--- src/rtl/ifetch_queue.sv ---
// Instruction fetch unit: fetches whole cache lines into a DEPTH-entry queue feeding decode.
// Optional statistics counters are enabled by defining IFETCH_QUEUE_STATS_EN.
module ifetch_queue #(
    parameter int unsigned ADDR_WIDTH = 32,
    parameter int unsigned LINE_WORDS = 4,
    parameter int unsigned DEPTH      = 4,
    parameter logic [ADDR_WIDTH-1:0] RESET_PC = '0
) (
    input  logic                       clock,
    input  logic                       reset_n,
    output logic [ADDR_WIDTH-1:0]      cache_addr,
    output logic                       cache_rd,
    input  logic [LINE_WORDS*32-1:0]   cache_data,
    input  logic                       cache_waitrequest,
    input  logic                       load_pc,
    input  logic [ADDR_WIDTH-1:0]      new_pc,
    output logic                       out_valid,
    input  logic                       out_ready,
    output logic [LINE_WORDS*32-1:0]   out_words,
    output logic [LINE_WORDS-1:0]      out_mask,
    output logic [ADDR_WIDTH-1:0]      out_pc,
    output logic                       fetch_busy
`ifdef IFETCH_QUEUE_STATS_EN
    ,
    output logic [31:0]                stat_lines,
    output logic [31:0]                stat_wait_cycles,
    output logic [31:0]                stat_flushes
`endif
);

    localparam int unsigned LINE_W     = LINE_WORDS * 32;
    localparam int unsigned LINE_BYTES = LINE_WORDS * 4;
    localparam int unsigned PTR_W      = $clog2(DEPTH);
    localparam int unsigned CNT_W      = $clog2(DEPTH + 1);
    localparam logic [ADDR_WIDTH-1:0] LINE_LSB = ADDR_WIDTH'(LINE_BYTES - 1);

    logic [ADDR_WIDTH-1:0] pc_q, pc_d;
    logic [CNT_W-1:0]      count_q, count_d;
    logic [PTR_W-1:0]      wr_ptr_q, wr_ptr_d, rd_ptr_q, rd_ptr_d;
    logic [LINE_W-1:0]     mem_words_q [DEPTH];
    logic [LINE_W-1:0]     mem_words_d [DEPTH];
    logic [LINE_WORDS-1:0] mem_mask_q  [DEPTH];
    logic [LINE_WORDS-1:0] mem_mask_d  [DEPTH];
    logic [ADDR_WIDTH-1:0] mem_pc_q    [DEPTH];
    logic [ADDR_WIDTH-1:0] mem_pc_d    [DEPTH];

    logic [ADDR_WIDTH-1:0] line_base_c;
    logic [3:0]            off_c;
    logic [LINE_WORDS-1:0] line_mask_c;
    logic                  enq_c, deq_c, empty_c;

    // Handshake terms; redirect suppresses both sides of the queue.
    always_comb begin
        empty_c     = (count_q == '0);
        cache_rd    = (count_q < CNT_W'(DEPTH)) & ~load_pc;
        cache_addr  = pc_q;
        fetch_busy  = cache_rd & cache_waitrequest;
        out_valid   = ~empty_c & ~load_pc;
        enq_c       = cache_rd & ~cache_waitrequest;
        deq_c       = out_valid & out_ready;
        line_base_c = pc_q & ~LINE_LSB;
        off_c       = 4'((pc_q & LINE_LSB) >> 2);
        for (int i = 0; i < LINE_WORDS; i++) begin
            line_mask_c[i] = (4'(i) >= off_c);
        end
        out_words = empty_c ? '0 : mem_words_q[rd_ptr_q];
        out_mask  = empty_c ? '0 : mem_mask_q[rd_ptr_q];
        out_pc    = empty_c ? '0 : mem_pc_q[rd_ptr_q];
    end

    // Next-state for PC, pointers, occupancy and queue storage.
    always_comb begin
        pc_d       = pc_q;
        count_d    = count_q;
        wr_ptr_d   = wr_ptr_q;
        rd_ptr_d   = rd_ptr_q;
        mem_words_d = mem_words_q;
        mem_mask_d  = mem_mask_q;
        mem_pc_d    = mem_pc_q;
        if (load_pc) begin
            pc_d     = {new_pc[ADDR_WIDTH-1:2], 2'b00};
            count_d  = '0;
            wr_ptr_d = '0;
            rd_ptr_d = '0;
        end else begin
            if (enq_c) begin
                mem_words_d[wr_ptr_q] = cache_data;
                mem_mask_d[wr_ptr_q]  = line_mask_c;
                mem_pc_d[wr_ptr_q]    = line_base_c;
                wr_ptr_d = PTR_W'(wr_ptr_q + 1'b1);
                pc_d     = line_base_c + ADDR_WIDTH'(LINE_BYTES);
            end
            if (deq_c) begin
                rd_ptr_d = PTR_W'(rd_ptr_q + 1'b1);
            end
            if (enq_c && !deq_c) begin
                count_d = CNT_W'(count_q + 1'b1);
            end else if (!enq_c && deq_c) begin
                count_d = CNT_W'(count_q - 1'b1);
            end
        end
    end

    always_ff @(posedge clock or negedge reset_n) begin
        if (!reset_n) begin
            pc_q     <= RESET_PC;
            count_q  <= '0;
            wr_ptr_q <= '0;
            rd_ptr_q <= '0;
            for (int i = 0; i < DEPTH; i++) begin
                mem_words_q[i] <= '0;
                mem_mask_q[i]  <= '0;
                mem_pc_q[i]    <= '0;
            end
        end else begin
            pc_q        <= pc_d;
            count_q     <= count_d;
            wr_ptr_q    <= wr_ptr_d;
            rd_ptr_q    <= rd_ptr_d;
            mem_words_q <= mem_words_d;
            mem_mask_q  <= mem_mask_d;
            mem_pc_q    <= mem_pc_d;
        end
    end

`ifdef IFETCH_QUEUE_STATS_EN
    logic [31:0] stat_lines_q, stat_lines_d;
    logic [31:0] stat_wait_q, stat_wait_d;
    logic [31:0] stat_flush_q, stat_flush_d;

    // Saturating event counters.
    always_comb begin
        stat_lines_d = stat_lines_q;
        stat_wait_d  = stat_wait_q;
        stat_flush_d = stat_flush_q;
        if (enq_c && stat_lines_q != '1) stat_lines_d = stat_lines_q + 32'd1;
        if (fetch_busy && stat_wait_q != '1) stat_wait_d = stat_wait_q + 32'd1;
        if (load_pc && !empty_c && stat_flush_q != '1) stat_flush_d = stat_flush_q + 32'd1;
    end

    always_ff @(posedge clock or negedge reset_n) begin
        if (!reset_n) begin
            stat_lines_q <= '0;
            stat_wait_q  <= '0;
            stat_flush_q <= '0;
        end else begin
            stat_lines_q <= stat_lines_d;
            stat_wait_q  <= stat_wait_d;
            stat_flush_q <= stat_flush_d;
        end
    end

    assign stat_lines       = stat_lines_q;
    assign stat_wait_cycles = stat_wait_q;
    assign stat_flushes     = stat_flush_q;
`endif

endmodule

--- config.mk ---
export PLATFORM = sky130hd
export DESIGN_NAME = ifetch_queue
export DESIGN_NICKNAME = d
export VERILOG_FILES = /design/src/rtl/ifetch_queue.sv
export SDC_FILE = /design/constraint.sdc
export NUM_CORES = 1
export LEC_CHECK = 0
export ABC_AREA = 0
export CORE_MARGIN = 1
export CORE_UTILIZATION = 25
export CTS_BUF_LIST = sky130_fd_sc_hd__clkbuf_2 sky130_fd_sc_hd__clkbuf_4 sky130_fd_sc_hd__clkbuf_8
export DETAILED_ROUTE_END_ITERATION = 10
export PLACE_DENSITY = 0.46
export SLEW_MARGIN = 20
export SYNTH_ARGS = -nofsm -noshare
export SYNTH_HDL_FRONTEND = slang
export SYNTH_SLANG_ARGS = --single-unit
--- constraint.sdc ---
create_clock -name clock -period 3.3 [get_ports clock]
set_clock_uncertainty 0.15 [all_clocks]
set_input_delay 0.825 -clock clock [delete_from_list [all_inputs] [get_ports clock]]
set_output_delay 0.825 -clock clock [all_outputs]
set_load 0.05 [all_outputs]
## After elaboration in Yosys (flattened, before gate mapping)

Index checks and enable logic that the tools add are counted.

- Output and inout port bits: 199
- Register bits after elaboration: 695

- Bitwise operators: 10
- Reductions and logical operators: 10
- Add/subtract/negate cells: 5
- Multiplexer cells: 30
- Magnitude comparators: 8

Operators with widths:

| cell | number |
|---|---|
| $bwmux W512 | 1 |
| $mux W128 | 4 |
| $bmux W128 S2 | 1 |
| $demux W128 S2 | 1 |
| $mux W32 | 6 |
| $bwmux W128 | 1 |
| $bmux W32 S2 | 1 |
| $demux W32 S2 | 1 |
| $add A32 B5 Y32 const B | 1 |
| $bwmux W16 | 1 |
| $mux W4 | 4 |
| $mux W3 | 3 |
| $bmux W4 S2 | 1 |
| $demux W4 S2 | 1 |
| $mux W2 | 4 |
| $ge A3 B3 Y1 const B | 2 |
| $not A2 Y3 | 2 |
| $and A1 B1 Y1 | 5 |
| $add A2 B1 Y2 const B | 2 |
| $ge A1 B2 Y1 const A | 2 |
| $ge A2 B2 Y1 const A | 2 |
| $reduce_bool A2 Y1 | 2 |
| $add A3 B1 Y3 const B | 1 |
| $logic_and A1 B1 Y1 | 3 |
| other kinds (8) | 11 |

## Longest topological paths before layout

Gate-level depths: netlist of the first run.

- Word-level depth: 8
- Gate-level depth with buffers: 10
- Depth with buffers taken out: 7

## Worst setup path before layout of the first run

Ideal clock, no wire load.

- Path type: input to output
- Start: input port load_pc
- End: output port fetch_busy
- Path slack: -0.040 ns
- Stages on the path: 4
- Required time: 2.325 ns
- Arrival time: 2.365 ns
- Path through: buf_6 clkbuf_1 nor2_1 and2_1

- Cells in the longest elaborated chain, start to end: 3

Ends and longest elaborated chain:

| item | RTL line | source |
|---|---|---|
| start, declared | 15 | `input logic load_pc,` |
| $not A1 Y1 (no line) | n/a |  |
| $and A1 B1 Y1 | 55 | `cache_rd = (count_q < CNT_W'(DEPTH)) & ~load_pc;` |
| via cache_rd | 12 | `output logic cache_rd,` |
| $and A1 B1 Y1 | 57 | `fetch_busy = cache_rd & cache_waitrequest;` |
| end, declared | 22 | `output logic fetch_busy` |

The timed path passes the listed nets, and every way through them passes these cells.

## Worst setup path after layout of the first run

- Start: register rd_ptr_q[0]
- End: output port out_words[42]

- Cells in the longest elaborated chain, start to end: 5

Ends and longest elaborated chain:

| item | RTL line | source |
|---|---|---|
| start, declared | 39 | `logic [PTR_W-1:0] wr_ptr_q, wr_ptr_d, rd_ptr_q, rd_ptr_d;` |
| start signal, assigned | 119 | `rd_ptr_q <= rd_ptr_d;` |
| $not A2 Y3 (implied by the code) | 66 | `out_words = empty_c ? '0 : mem_words_q[rd_ptr_q];` |
| $bmux W128 S2 | 66 |  |
| $mux W128 (implied by the code) (2 in a row) | 66 |  |
| $mux W128 | 66 |  |
| end, declared | 19 | `output logic [LINE_WORDS*32-1:0] out_words,` |

Every way passes these cells. The select of a mux whose other input is x is not followed.

==> Flow_metrics.wiki, run 1 <==
{| class="wikitable"
! Metric !! Value
|-
| Run status || complete, but fails checks
|-
| Violations in the final reports || negative setup slack
|-
| Largest family of logic cells by synthesized area || simple AND/OR/NAND/NOR gates
|-
| Number of global-route vias before repair || 26320
|-
| Ports placed on the boundary || 364
|-
| Mapped Area || 0.03077 mm2
|-
| Per-instance average area after synthesis || 9.263 um2
|-
| Overall via count from detail_route || 24650
|-
| Critical path data arrival time || 2720 ps
|-
| Worst min path class || flop to flop
|-
| FF-to-FF Start || count_q[2]$_DFFE_PN0P_
|-
| Clock net sink count || 677
|-
| Synth Area in Compound Gates || 1.708%
|-
| Area grow syn2layout || 37.39%
|-
| Critical path launch point type || flop
|-
| Number of clock buffers inserted by TritonCTS || 133
|-
| Maximum fanout count along the critical path || 6
|-
| Instance area after placement || 0.03730 mm2
|-
| Adder-cell area share of the yosys netlist || 0.2683%
|-
| Dominant synthesized flop cell || dfrtp_1
|-
| Critical path class || flop to output pin
|-
| Number of synthesis warnings || 0
|-
| Number of register bits inferred by synthesis || 677
|-
| Most common library cells after synthesis || nand2_1 (1909), dfrtp_1 (677), clkbuf_1 (193), and2_1 (165), mux4_2 (160)
|-
| Row Count || 128
|-
| Multiplexer share of the synthesized area || 11.74%
|-
| Remaining antenna violation count after routing || 0
|-
| Layout cells sized above 1 || 24.51%
|-
| Async set or reset register ratio after synthesis || 100.0%
|-
| Drc violations || 0
|-
| Number of buffers between clock root and the deepest sink || 3
|-
| Sequential Power Share || 30.7%
|-
| Clock network latency to the later pin of the worst-skew pair || 840 ps
|-
| Register area share after synthesis || 55.05%
|-
| Clock slew at reported path FFs || 60 ps
|-
| Worst min-delay path startpoint || mem_words_q[161]$_DFFE_PN0P_
|-
| Filler Cells Inserted || 12460
|-
| Leak || 20.89 nW
|-
| X dimension of the die || 352.8 um
|-
| Initial detailed-routing violation count || 1452
|-
| Leading post-synthesis cells by cell area || dfrtp_1 (55%), nand2_1 (23%), mux4_2 (12%)
|-
| Worst-case headroom to the max-slew limit || 48.74%
|-
| Post-route non-filler standard cell count || 5528
|-
| Simple-Gate Fraction of Synth Area || 28.00%
|-
| DP Wirelength || 65590 um
|-
| Netlist cell types || 43
|-
| Final Wtd Congestion || 0.7496
|-
| Power density over cell area || 1067 mW/mm2
|-
| Fraction of the cycle the final worst path needs || 111.9%
|-
| Wire length of the first global-routing pass || 163800 um
|-
| Actual transition at the worst max-transition pin || 768.9 ps
|-
| Clock network fraction of design power || 20.4%
|-
| Starting density of the core || 25.25%
|-
| Remaining Overflow, GRT || 0
|-
| Min Hold Slack || 315.0 ps
|-
| Die area || 0.1245 mm2
|-
| Endpoint kind of the worst setup timing path || output pin
|-
| Total negative slack || -46460 ps
|-
| Number of nets at the end of the flow || 3967
|-
| Total wire length after detailed routing || 105800 um
|-
| Detail-routed via count per cell || 4.459
|-
| Post-Syn Instances || 3322
|-
| Max Cap Viol || 0
|-
| I/O Buffers || 355
|-
| Cell internal pwr || 27.34 mW
|-
| Overall die height || 352.8 um
|-
| TritonCTS clock tree || yes
|-
| Area of all placed cells without fillers || 0.04228 mm2
|-
| Master cell of the clock root buffer || clkbuf_8
|-
| Critical path required time || 2320 ps
|-
| Synth top area share || 55.05%
|-
| Top-count cell post-synth || nand2_1
|-
| Unrepaired setup endpoints after global routing || yes
|-
| Count of endpoints failing setup in the final report || 160
|-
| Critical Path Source || rd_ptr_q[0]$_DFFE_PN0P_
|-
| Sw Pwr || 17.77 mW
|-
| Antenna violations before repair || 11
|-
| Total placed cells including tap cells || 5237
|-
| Top cell type by total area after synthesis || dfrtp_1
|-
| Post-layout power || 45.11 mW
|-
| Total Routing Usage GR || 17.20%
|-
| Total count of hold-check failures in the final report || 0
|-
| Area of the placeable core || 0.1219 mm2
|-
| Max-slew violation count || 0
|-
| Post-synthesis xor/xnor area fraction || 0.1708%
|-
| Average routed wire per standard cell || 19.14 um
|-
| Logic pwr share || 48.9%
|-
| Final setup slack of the worst path || -392.2 ps
|-
| # H-tree levels || 4
|-
| Pin count of the biggest net entering global routing || 94
|-
| EDFF count, synth || 0
|-
| Final critical path time including I/O delays and setup || 3692 ps
|-
| Fraction of power spent switching nets || 39.40%
|-
| Highest attainable clock frequency || 270.8 MHz
|-
| 1st-pass router iterations || 5
|-
| Worst IR Drop VDD || 0.7539 mV
|}
## cell usage in the layout, fill, tap and decap left out, types with 3 or more instances in the layout
cell type        instances
nand2_1               1905
dfrtp_1                674
and2_4                 165
clkdlybuf4s50_1        165
mux4_2                 160
clkbuf_8               160
buf_6                  114
buf_4                   97
buf_12                  84
buf_8                   56
clkbuf_4                45
o21ai_0                 35
dlygate4sd2_1           25
nand3_1                 19
nor2_1                  18
buf_16                  18
o211ai_1                12
clkinv_2                12
inv_1                    9
nand4_1                  9
a21oi_1                  8
o311ai_0                 8
nor3_1                   7
diode_2                  6
conb_1                   6
inv_6                    6
nand2b_1                 5
a31o_2                   5
ha_1                     5
clkinvlp_4               5
nand2_4                  4
a31oi_1                  4
xnor2_1                  4
bufinv_16                4
or2_2                    3
or4_1                    3
bufbuf_16                3
## layer usage
metal  track usage, %  wire [um]  vias to the layer above
met3            3.323       4770                      166
li1                 -          -                    11540
met4            5.539       2193                       16
met5                0         93                        -
met2            27.84      50220                      582
met1            23.09      48510                    12350
## critical path, stage by stage, from the launching register on
cell	delay [ps]
dfrtp_4	500
buf_12	140
buf_16	140
buf_16	160
buf_16	160
mux4_2	430
and2_4	180
buf_6	140
## what timing repair did
item	4_1_cts	5_1_grt
hold endpoints to repair	32	0
setup endpoints to repair	186	161
pin swaps	11	29
hold buffers	1	0
gates resized for setup	374	92
cloned	15	0
setup buffers	27	14
## worst paths after layout
check | endpoint | slack [ps] | cells past startpoint
worst max-delay path | out_words[42] | -390 | 7
worst min-delay path | mem_words_q[161]$_DFFE_PN0P_ | 310 | 2
worst max register to register | cache_addr[27]$_DFFE_PN0P_ | 610 | 6
worst min register to register | mem_words_q[161]$_DFFE_PN0P_ | 310 | 2
max in group asynchronous | mem_pc_q[69]$_DFFE_PN0P_ | 1660 | 4
min in group asynchronous | mem_words_q[404]$_DFFE_PN0P_ | 360 | 2
## cell families after synthesis
group	after synthesis
AO/OA/AOI/OAI	81
XOR/XNOR	6
adder cells (fa/ha/maj)	6
buffers and inverters	239
flip-flops	677
multiplexers	161
other	1
AND/OR/NAND/NOR	2151
## power by group through the flow
stage	registers, mW	logic (mW)	clock network [mW]
CTS	13.9	21.9	9.54
global route	14.3	23.6	9.90
finish	13.9	22.0	9.21
detailed placement	14.0	18.2	0
floorplan	13.4	12.1	0
global placement	13.9	18.0	0
## per-stage QoR
stage / setup slack, ps / util [%]
floorplan: 26.37 / -
global placement: -24.27 / 30.61
detailed placement: -42.94 / 30.61
CTS: -553.6 / 34.46
global route: -534.4 / 34.69
finish: -392.2 / 34.69
## registers in the layout, indices dropped and copies added (netlist names)
register	cells
mem_words_q	512
mem_pc_q	112
cache_addr	30
mem_mask_q	16
count_q	3
rd_ptr_q	2
wr_ptr_q	2
## final cells by class
cell class | instances | area (um2) | share of cell area [%]
inverter | 9 | 33.78 | 0.07990
clock inverter | 31 | 325.3 | 0.7694
antenna | 6 | 15.01 | 0.03551
sequential | 677 | 16950 | 40.09
clock buffer | 205 | 2540 | 6.008
multi-input combinational | 2411 | 13370 | 31.62
tap | 1625 | 2033 | 4.809
timing repair buffer | 564 | 7013 | 16.59
Power figures use the tool's default switching activity.
==> run 2, diff against run 1 <==
Settings changed: CTS_CLUSTER_SIZE set to 14, RECOVER_POWER set to 25.
==> run 2 against run 1 <==
Cell area fell by 0.26%. Flip-flop and latch count unchanged. Hold slack about the same. Setup slack got worse by 13 ps. Clock power barely moved. Sequential power barely moved. Largest power group unchanged. The flow finishes with violations (max-capacitance violations, max-slew violations, negative setup slack). Register-to-register slack hardly changed.
==> Flow_metrics.wiki, run 2 (synthesized netlist as in run 1, its figures left out) <==
{| class="wikitable"
! Metric !! Value
|-
| # H-tree levels || 4
|-
| X dimension of the die || 352.8 um
|-
| Clock slew at reported path FFs || 60 ps
|-
| Leading cell type in the layout, fill and taps excluded || nand2_1
|-
| Min Hold Slack || 315.1 ps
|-
| DP Wirelength || 65590 um
|-
| I/O Buffers || 355
|-
| Die area || 0.1245 mm2
|-
| Worst IR Drop VDD || 0.7538 mV
|-
| Total negative slack || -48650 ps
|-
| Highest-count cells in the layout ignoring fill and taps || nand2_1 (1905), dfrtp_1 (674), and2_4 (165), clkdlybuf4s50_1 (165)
|-
| Cell internal pwr || 27.32 mW
|-
| Average routed wire per standard cell || 19.16 um
|-
| Number of nets at the end of the flow || 3967
|-
| Area of all placed cells without fillers || 0.04217 mm2
|-
| Sw Pwr || 17.77 mW
|-
| Final Wtd Congestion || 0.7496
|-
| Drc violations || 0
|-
| Fraction of power spent switching nets || 39.41%
|-
| Clock network fraction of design power || 20.4%
|-
| Number of global-route vias before repair || 26320
|-
| Power density over cell area || 1069 mW/mm2
|-
| Total count of hold-check failures in the final report || 0
|-
| Critical path class || flop to output pin
|-
| Overall via count from detail_route || 24640
|-
| Max Cap Viol || 1
|-
| Instance area after placement || 0.03730 mm2
|-
| Fraction of the cycle the final worst path needs || 112.3%
|-
| Max FFs per register || 512
|-
| Detail-routed via count per cell || 4.458
|-
| Pin count of the biggest net entering global routing || 94
|-
| Count of endpoints failing setup in the final report || 160
|-
| Row Count || 128
|-
| Sequential Power Share || 30.7%
|-
| Post-route non-filler standard cell count || 5528
|-
| Final critical path time including I/O delays and setup || 3705 ps
|-
| Clock network latency to the later pin of the worst-skew pair || 850 ps
|-
| TritonCTS clock tree || yes
|-
| Final setup slack of the worst path || -405.4 ps
|-
| Overall die height || 352.8 um
|-
| Unrepaired setup endpoints after global routing || yes
|-
| Initial detailed-routing violation count || 1434
|-
| Maximum fanout count along the critical path || 6
|-
| Run status || complete, but fails checks
|-
| Filler Cells Inserted || 12470
|-
| Wire length of the first global-routing pass || 163800 um
|-
| Remaining Overflow, GRT || 0
|-
| Number of buffers between clock root and the deepest sink || 3
|-
| Endpoint kind of the worst setup timing path || output pin
|-
| Layout cells sized above 1 || 24.43%
|-
| Total wire length after detailed routing || 105900 um
|-
| Logic pwr share || 48.8%
|-
| Clock net sink count || 677
|-
| Starting density of the core || 25.25%
|-
| Post-Route Utilization || 34.60%
|-
| Actual transition at the worst max-transition pin || 1597 ps
|-
| Antenna violations before repair || 11
|-
| Highest attainable clock frequency || 269.9 MHz
|-
| Violations in the final reports || max-capacitance violations, max-slew violations, negative setup slack
|-
| Ports placed on the boundary || 364
|-
| 1st-pass router iterations || 5
|-
| Critical path required time || 2320 ps
|-
| Area of the placeable core || 0.1219 mm2
|-
| Worst min path class || flop to flop
|-
| Critical path launch point type || flop
|-
| Number of clock buffers inserted by TritonCTS || 133
|-
| Leak || 20.84 nW
|-
| Total placed cells including tap cells || 5237
|-
| Master cell of the clock root buffer || clkbuf_8
|-
| Remaining antenna violation count after routing || 0
|-
| Critical path data arrival time || 2730 ps
|-
| Worst-case headroom to the max-slew limit || -6.437%
|-
| Total Routing Usage GR || 17.20%
|-
| Register name with the most flops || mem_words_q
|-
| Max-slew violation count || 47
|-
| Area grow syn2layout || 37.04%
|}
==> run 2: changes by cell type in the layout (fill, tap and decap cells not counted) <==
cell / delta
buf_12: -6
buf_8: -1
clkbuf_2: +6
buf_4: -6
clkbuf_4: +4
clkbuf_1: +3
==> run 2: area by class of cell <==
type / count / area [um2] / area share, %
flip-flops and latches: 677 / 16950 / 40.19
repair buffers: 564 / 6904 / 16.37
diodes: 6 / 15.01 / 0.03560
inverters: 9 / 33.78 / 0.08011
multi-input cells: 2411 / 13370 / 31.70
clock buffers: 205 / 2540 / 6.023
well taps: 1625 / 2033 / 4.821
clock inverters: 31 / 325.3 / 0.7714
==> run 2: worst max-delay path: stages (launching register included) <==
cell and delay (ps):
dfrtp_4 500, buf_12 140, buf_16 140, buf_16 150
buf_16 160, mux4_2 430, and2_4 180, buf_6 140
==> run 2: metal layers <==
layer  up-vias  GRT usage (%)  part of all wire [%]
met5         -              0                 0.088
met4        16          5.539                   2.2
met3       158          3.323                   4.2
met2       543          27.84                    48
met1     12400          23.09                    46
li1      11530              -                     -
==> run 2: metrics by stage <==
stage          total power [mW]  setup WS, ps
2_1_floorplan             25.59         26.37
3_3_place_gp              31.92        -24.27
3_5_place_dp              32.16        -42.94
4_1_cts                   45.32        -553.6
5_1_grt                   47.79        -515.2
6_report                  45.10        -405.4
==> run 2: power groups by stage <==
stage          Sequential [mW]  Clock (mW)  Combinational (mW)
2_1_floorplan             13.4           0                12.1
3_3_place_gp              13.9           0                18.0
3_5_place_dp              14.0           0                18.2
4_1_cts                   13.9        9.54                21.9
5_1_grt                   14.3        9.88                23.6
6_report                  13.9        9.21                22.0
==> run 2: what timing repair did <==
action,in CTS,in global routing
buffers inserted,27,14
endpoints found under the hold margin,32,0
hold buffers,1,0
cloned,15,0
resized for setup,374,92
pin swaps,11,29
endpoints found under the setup margin,186,161
==> run 2: path summary, 6_finish.rpt <==
path                                                 to  slack, ps                          from  depth (start not counted)
setup / recovery                          out_words[42]       -410       rd_ptr_q[0]$_DFFE_PN0P_                          7
hold / removal             mem_words_q[161]$_DFFE_PN0P_        320  mem_words_q[161]$_DFFE_PN0P_                          2
setup reg to reg             cache_addr[27]$_DFFE_PN0P_        610        count_q[2]$_DFFE_PN0P_                          6
hold reg to reg            mem_words_q[161]$_DFFE_PN0P_        320  mem_words_q[161]$_DFFE_PN0P_                          2
max in group asynchronous      mem_pc_q[69]$_DFFE_PN0P_        230                       reset_n                          4
min in group asynchronous  mem_words_q[404]$_DFFE_PN0P_        750                       reset_n                          2
